## config.mk

```make
export PLATFORM = sky130hd
export DESIGN_NAME = shift_tx_ctrl
export DESIGN_NICKNAME = d
export VERILOG_FILES = /design/src/rtl/shift_tx_ctrl.sv
export SDC_FILE = /design/constraint.sdc
export NUM_CORES = 1
export LEC_CHECK = 0
export BUFFER_PORTS_ARGS = -buffer_cell sky130_fd_sc_hd__buf_2
export CORE_ASPECT_RATIO = 0.5
export CORE_MARGIN = 2
export CORE_UTILIZATION = 60
export DETAILED_ROUTE_END_ITERATION = 7
export PLACE_DENSITY_LB_ADDON = 0.25
export SLEW_MARGIN = 20
export SYNTH_ARGS = -nofsm -noshare
export SYNTH_HDL_FRONTEND = slang
export SYNTH_SLANG_ARGS = --single-unit
```

## constraint.sdc

```tcl
create_clock -name clk -period 3.9 [get_ports clk]
set_input_delay 0.195 -clock clk [delete_from_list [all_inputs] [get_ports clk]]
set_output_delay 0.195 -clock clk [all_outputs]
set_load 0.02 [all_outputs]
```

## src/rtl/shift_tx_ctrl.sv

```systemverilog
// rtl/shift_tx_ctrl.sv - sequencer driving a universal shift register to serialise words
module shift_tx_ctrl #(
   parameter int N     = 8,
   parameter int CNT_W = 16
) (
   input  logic             clk,
   input  logic             reset,
   input  logic             in_valid,
   output logic             in_ready,
   input  logic [N-1:0]     in_data,
   input  logic             msb_first,
   input  logic [CNT_W-1:0] baud_div,
   input  logic             abort,
   output logic [2:0]       sr_ctrl,
   output logic [N-1:0]     sr_d,
   output logic             busy,
   output logic             done
);

   localparam int            BW   = $clog2(N);
   localparam logic [BW-1:0] LAST = BW'(N - 1);

   localparam logic [2:0] SR_HOLD  = 3'b000;
   localparam logic [2:0] SR_LEFT  = 3'b001;
   localparam logic [2:0] SR_RIGHT = 3'b010;
   localparam logic [2:0] SR_LOAD  = 3'b100;

   typedef enum logic [2:0] {
      S_IDLE,
      S_LOAD,
      S_HOLD,
      S_SHIFT,
      S_DONE
   } state_t;

   state_t           state_q, state_d;
   logic [N-1:0]     data_q, data_d;
   logic             dir_q, dir_d;
   logic [CNT_W-1:0] div_q, div_d;
   logic [CNT_W-1:0] cyc_q, cyc_d;
   logic [BW-1:0]    bit_q, bit_d;

   // Next-state: handshake, per-bit hold timing, bit counting and abort.
   always_comb begin
      state_d = state_q;
      data_d  = data_q;
      dir_d   = dir_q;
      div_d   = div_q;
      cyc_d   = cyc_q;
      bit_d   = bit_q;
      case (state_q)
         S_IDLE: begin
            if (in_valid) begin
               data_d  = in_data;
               dir_d   = msb_first;
               div_d   = baud_div;
               state_d = S_LOAD;
            end
         end
         S_LOAD, S_SHIFT: begin
            // The load presents bit 0; each shift presents the next bit.
            bit_d = (state_q == S_LOAD) ? '0 : bit_q + BW'(1);
            cyc_d = '0;
            if (div_q != '0)
               state_d = S_HOLD;
            else if (bit_d < LAST)
               state_d = S_SHIFT;
            else
               state_d = S_DONE;
         end
         S_HOLD: begin
            if (cyc_q == div_q - CNT_W'(1)) begin
               cyc_d   = '0;
               state_d = (bit_q < LAST) ? S_SHIFT : S_DONE;
            end else begin
               cyc_d = cyc_q + CNT_W'(1);
            end
         end
         S_DONE: begin
            state_d = S_IDLE;
         end
         default: begin
            state_d = S_IDLE;
         end
      endcase
      // DONE is allowed to finish so its pulse is never swallowed.
      if (abort && (state_q == S_LOAD || state_q == S_HOLD || state_q == S_SHIFT)) begin
         state_d = S_IDLE;
         cyc_d   = '0;
      end
   end

   // State and latched transfer parameters, cleared asynchronously.
   always_ff @(posedge clk or posedge reset) begin
      if (reset) begin
         state_q <= S_IDLE;
         data_q  <= '0;
         dir_q   <= 1'b0;
         div_q   <= '0;
         cyc_q   <= '0;
         bit_q   <= '0;
      end else begin
         state_q <= state_d;
         data_q  <= data_d;
         dir_q   <= dir_d;
         div_q   <= div_d;
         cyc_q   <= cyc_d;
         bit_q   <= bit_d;
      end
   end

   // Moore decode of the shift register command and fill data.
   always_comb begin
      sr_ctrl = SR_HOLD;
      sr_d    = '0;
      case (state_q)
         S_LOAD: begin
            sr_ctrl = SR_LOAD;
            sr_d    = data_q;
         end
         S_SHIFT: begin
            sr_ctrl = dir_q ? SR_LEFT : SR_RIGHT;
         end
         default: begin
            sr_ctrl = SR_HOLD;
         end
      endcase
   end

   assign in_ready = (state_q == S_IDLE);
   assign busy     = (state_q != S_IDLE);
   assign done     = (state_q == S_DONE);

endmodule
```

==> impl_metrics.tcl <==
set metrics [dict create \
    status "complete, but fails checks" \
    violations "negative hold slack" \
    cts.sinks 47 \
    avgSynthCellArea_um2 9.26 \
    grt_overflow 0 \
    core_area_um2 4840 \
    power.density_nw_per_um2 640 \
    syn_inst 320 \
    crit_path_start_kind "register" \
    worstSetupPathType "reg -> reg" \
    cts_inserted_buffers 5 \
    synth_ff_type "dfrtp_1" \
    nNetsFinal 388 \
    clk-insertion-delay-late_ps 310 \
    cts_resized 0 \
    initial_utilization_pct 61.2 \
    final_core_util_pct 68.6 \
    postCtsSetupBuffers 0 \
    p_leak_nw 1.43 \
    crit_path_max_fanout 21 \
    drtAntennaViolNets 0 \
    netlist-cell-type-count 54 \
    clk_path_buf_depth 2 \
    synthMuxAreaShare_pct 10.3 \
    fp-row-count 18 \
    dr_wl_met3_um 352 \
    grt_pass1_wl_mm 11.0 \
    cts_tree "built" \
    fin_hold_ws_ps -1.92 \
    vias_per_cell 5.91 \
    wl_met2_mm 3.19 \
    crit_required_ps 4130 \
    dp_slack_ps 691 \
    avgRoutedWirePerCell_um 16.1 \
    setup_viol 0 \
    root_buffer "clkbuf_8" \
    antenna_found_initial 0 \
    rsz0062_at_grt "false" \
    ys_async_sr_fraction_pct 100 \
    drt_iter0_drc 114 \
    synthXorXnorAreaFrac_pct 5.91 \
    wl_met1_mm 3.23 \
    crit_arrival_ps 3510 \
    crit_slowest_cell "o2111ai_2" \
    syn_nets 352 \
    fin_skew_ps 5.25 \
    area_delta_synth_final_pct 12.1 \
    fillers 390 \
    gp_congestion 0.863 \
    synth.top_cell.area_share_pct 39.7 \
    ys_top_cells_by_area "dfrtp_1 40%, mux2_2 8.0%, nand2_1 3.5%" \
    synth_top_family_by_area "simple AND/OR/NAND/NOR gates" \
    critPathBufInv 1 \
    synth_enable_flop_cells 0 \
    grt_usage_pct 26.3 \
    fp.dieW_um 103 \
    hold_path_class "in -> async" \
    dp_hpwl_mm 5.00 \
    ir_drop_mv 0.387 \
    relSlewSlack_pct 31.6 \
    port_buffers 42 \
    synth_compound_area_share_pct 14.6 \
    die_y_um 53.7 \
    clk_pin_slew_ps 100 \
    ys_ff_latch 47 \
    synthSimpleGateAreaFrac_pct 23.9 \
    finalMaxSlewViolations 0 \
    grt_pass1_vias 2355 \
    period_share_pct 84.2 \
    dpl.cell_count 419 \
    n_antenna_cell 0 \
    postCtsHoldBufs 0 \
    die-area_um2 5550 \
    drv_cap 0 \
    worstSetupEndpointType "register" \
    tightest_slew_ps 1030 \
    power_mw 2.12 \
    final_cells 427 \
    max_freq_ghz 0.304 \
    synth_fa_ha_area_share_pct 1.27 \
    synth-seq-area-share_pct 39.7 \
    grt_max_degree 48 \
    drt_wl_total_mm 6.86 \
    slowest_delay_ps 530 \
    fin_setup_tns_ps 0 \
    syn_area_um2 2960 \
    drc 0 \
    ios 43 \
    via_count 2525 \
    finalWorstSetupSlack_ps 615 \
    maxUsedRoutingLayer "met4" \
    cp_cell_sequence "inv_1 > ha_1 > nor2b_1 > a31oi_1 > a31o_2 > a2111oi_4 > o2111ai_2 > o31a_1 > a211oi_1" \
    yosys_warnings 0 \
    htree_levels 2 \
    drive_gt1_share_pct 25.5 \
    first_pass_iters 5 \
    fin_crit_ps 3290 \
    critPathTopFamily "compound AO/OA/AOI/OAI gates" \
    yosysTopAreaCell "dfrtp_1" \
    finalHoldViolations 6 \
]
==> layer usage <==
layer	GRT usage, %	up-vias
li1	-	1225
met3	5.71	7
met1	35.6	1209
met4	7.24	0
met5	0	-
met2	43.5	84
==> where the power goes <==
part           total [mW]  switching [mW]  leakage [nW]  internal (mW)
clock               0.314           0.185        0.0408          0.128
combinational       0.975           0.547         0.790          0.428
sequential          0.836           0.197         0.598          0.639
==> synthesized netlist by cell type, types with 9 or more instances <==
cell type and count:
a31oi_1 15, xor2_1 9, nor3_1 9, o21ai_0 18, nor2_1 21, dfrtp_1 47
clkbuf_1 14, nand2_1 28, mux2_2 21, inv_1 15, and3_1 15, xnor2_1 11
==> cell usage in the layout (no fill, tap or decap), types with 2 or more instances in the layout <==
cell type / netlist / routed
nand2_1: 28 / 28
and3_1: 15 / 15
buf_4: 1 / 4
a31oi_1: 15 / 15
ha_1: 3 / 3
o211ai_1: 3 / 3
inv_1: 15 / 14
or2_2: 6 / 6
nor2_1: 21 / 21
xor2_1: 9 / 9
or3_1: 5 / 5
nand4_1: 3 / 3
mux2_2: 21 / 21
a22oi_1: 2 / 2
nand3b_1: 4 / 4
xnor2_1: 11 / 11
dfrtp_1: 47 / 47
clkinvlp_4: 0 / 2
o21ai_1: 2 / 2
nor2b_1: 5 / 5
buf_2: 2 / 42
nand4b_1: 4 / 4
nor4_1: 3 / 2
and4_1: 3 / 3
clkbuf_8: 0 / 5
o21ai_0: 18 / 18
nand3_1: 8 / 8
a21oi_1: 8 / 8
nor4_2: 1 / 2
nor3_1: 9 / 9
nand2b_1: 3 / 3
mux2i_1: 7 / 7
and2_1: 2 / 2
==> per-stage QoR <==
stage               hold slack [ps]  area (um^2)
floorplan                       312         2960
global placement                398         3230
detailed placement              422         3230
CTS                            87.7         3320
global route                   55.0         3320
finish                        -1.92         3320
==> worst reg2reg max path, cell delays in order, from the launching register on <==
cell	delay, ps
dfrtp_1	420
inv_1	80
ha_1	210
nor2b_1	510
a31oi_1	220
a31o_2	280
a2111oi_4	280
o2111ai_2	530
o31a_1	480
a211oi_1	170
==> final cells by class <==
| type | count | area (um^2) | area share (%) |
|---|---|---|---|
| Inverter | 15 | 57.6 | 1.73 |
| Timing Repair Buffer | 46 | 240 | 7.23 |
| Clock buffer | 5 | 68.8 | 2.07 |
| Multi-Input combinational cell | 241 | 1670 | 50.2 |
| Tap cell | 70 | 87.6 | 2.64 |
| Sequential cell | 47 | 1180 | 35.4 |
| Clock inverter | 3 | 23.8 | 0.716 |
==> sequential cells by signal (all words and copies together) (netlist names) <==
signal   flops
state_q      3
div_q       16
dir_q        1
bit_q        3
data_q       8
cyc_q       16
==> kinds of logic after synthesis <==
group	Yosys count
and+or+nand+nor	127
AOI/OAI and AO/OA	63
DFF	47
buffers and inverters	32
muxes	28
xor gates and xnor gates	20
adders and majority gates	3
==> final timing paths <==
kind,startpoint,slack (ps),to,depth (start not counted)
min in group clk,baud_div[10],90,div_q[10],3
worst min register to register,data_q[1],510,data_q[1],1
worst max register to register,div_q[0],610,state_q[2],9
worst min-delay path,reset,-2,data_q[4],2
worst max-delay path,div_q[0],610,state_q[2],9
max in group asynchronous,reset,3420,cyc_q[0],2
No activity file was read; power rests on OpenSTA's default activity.
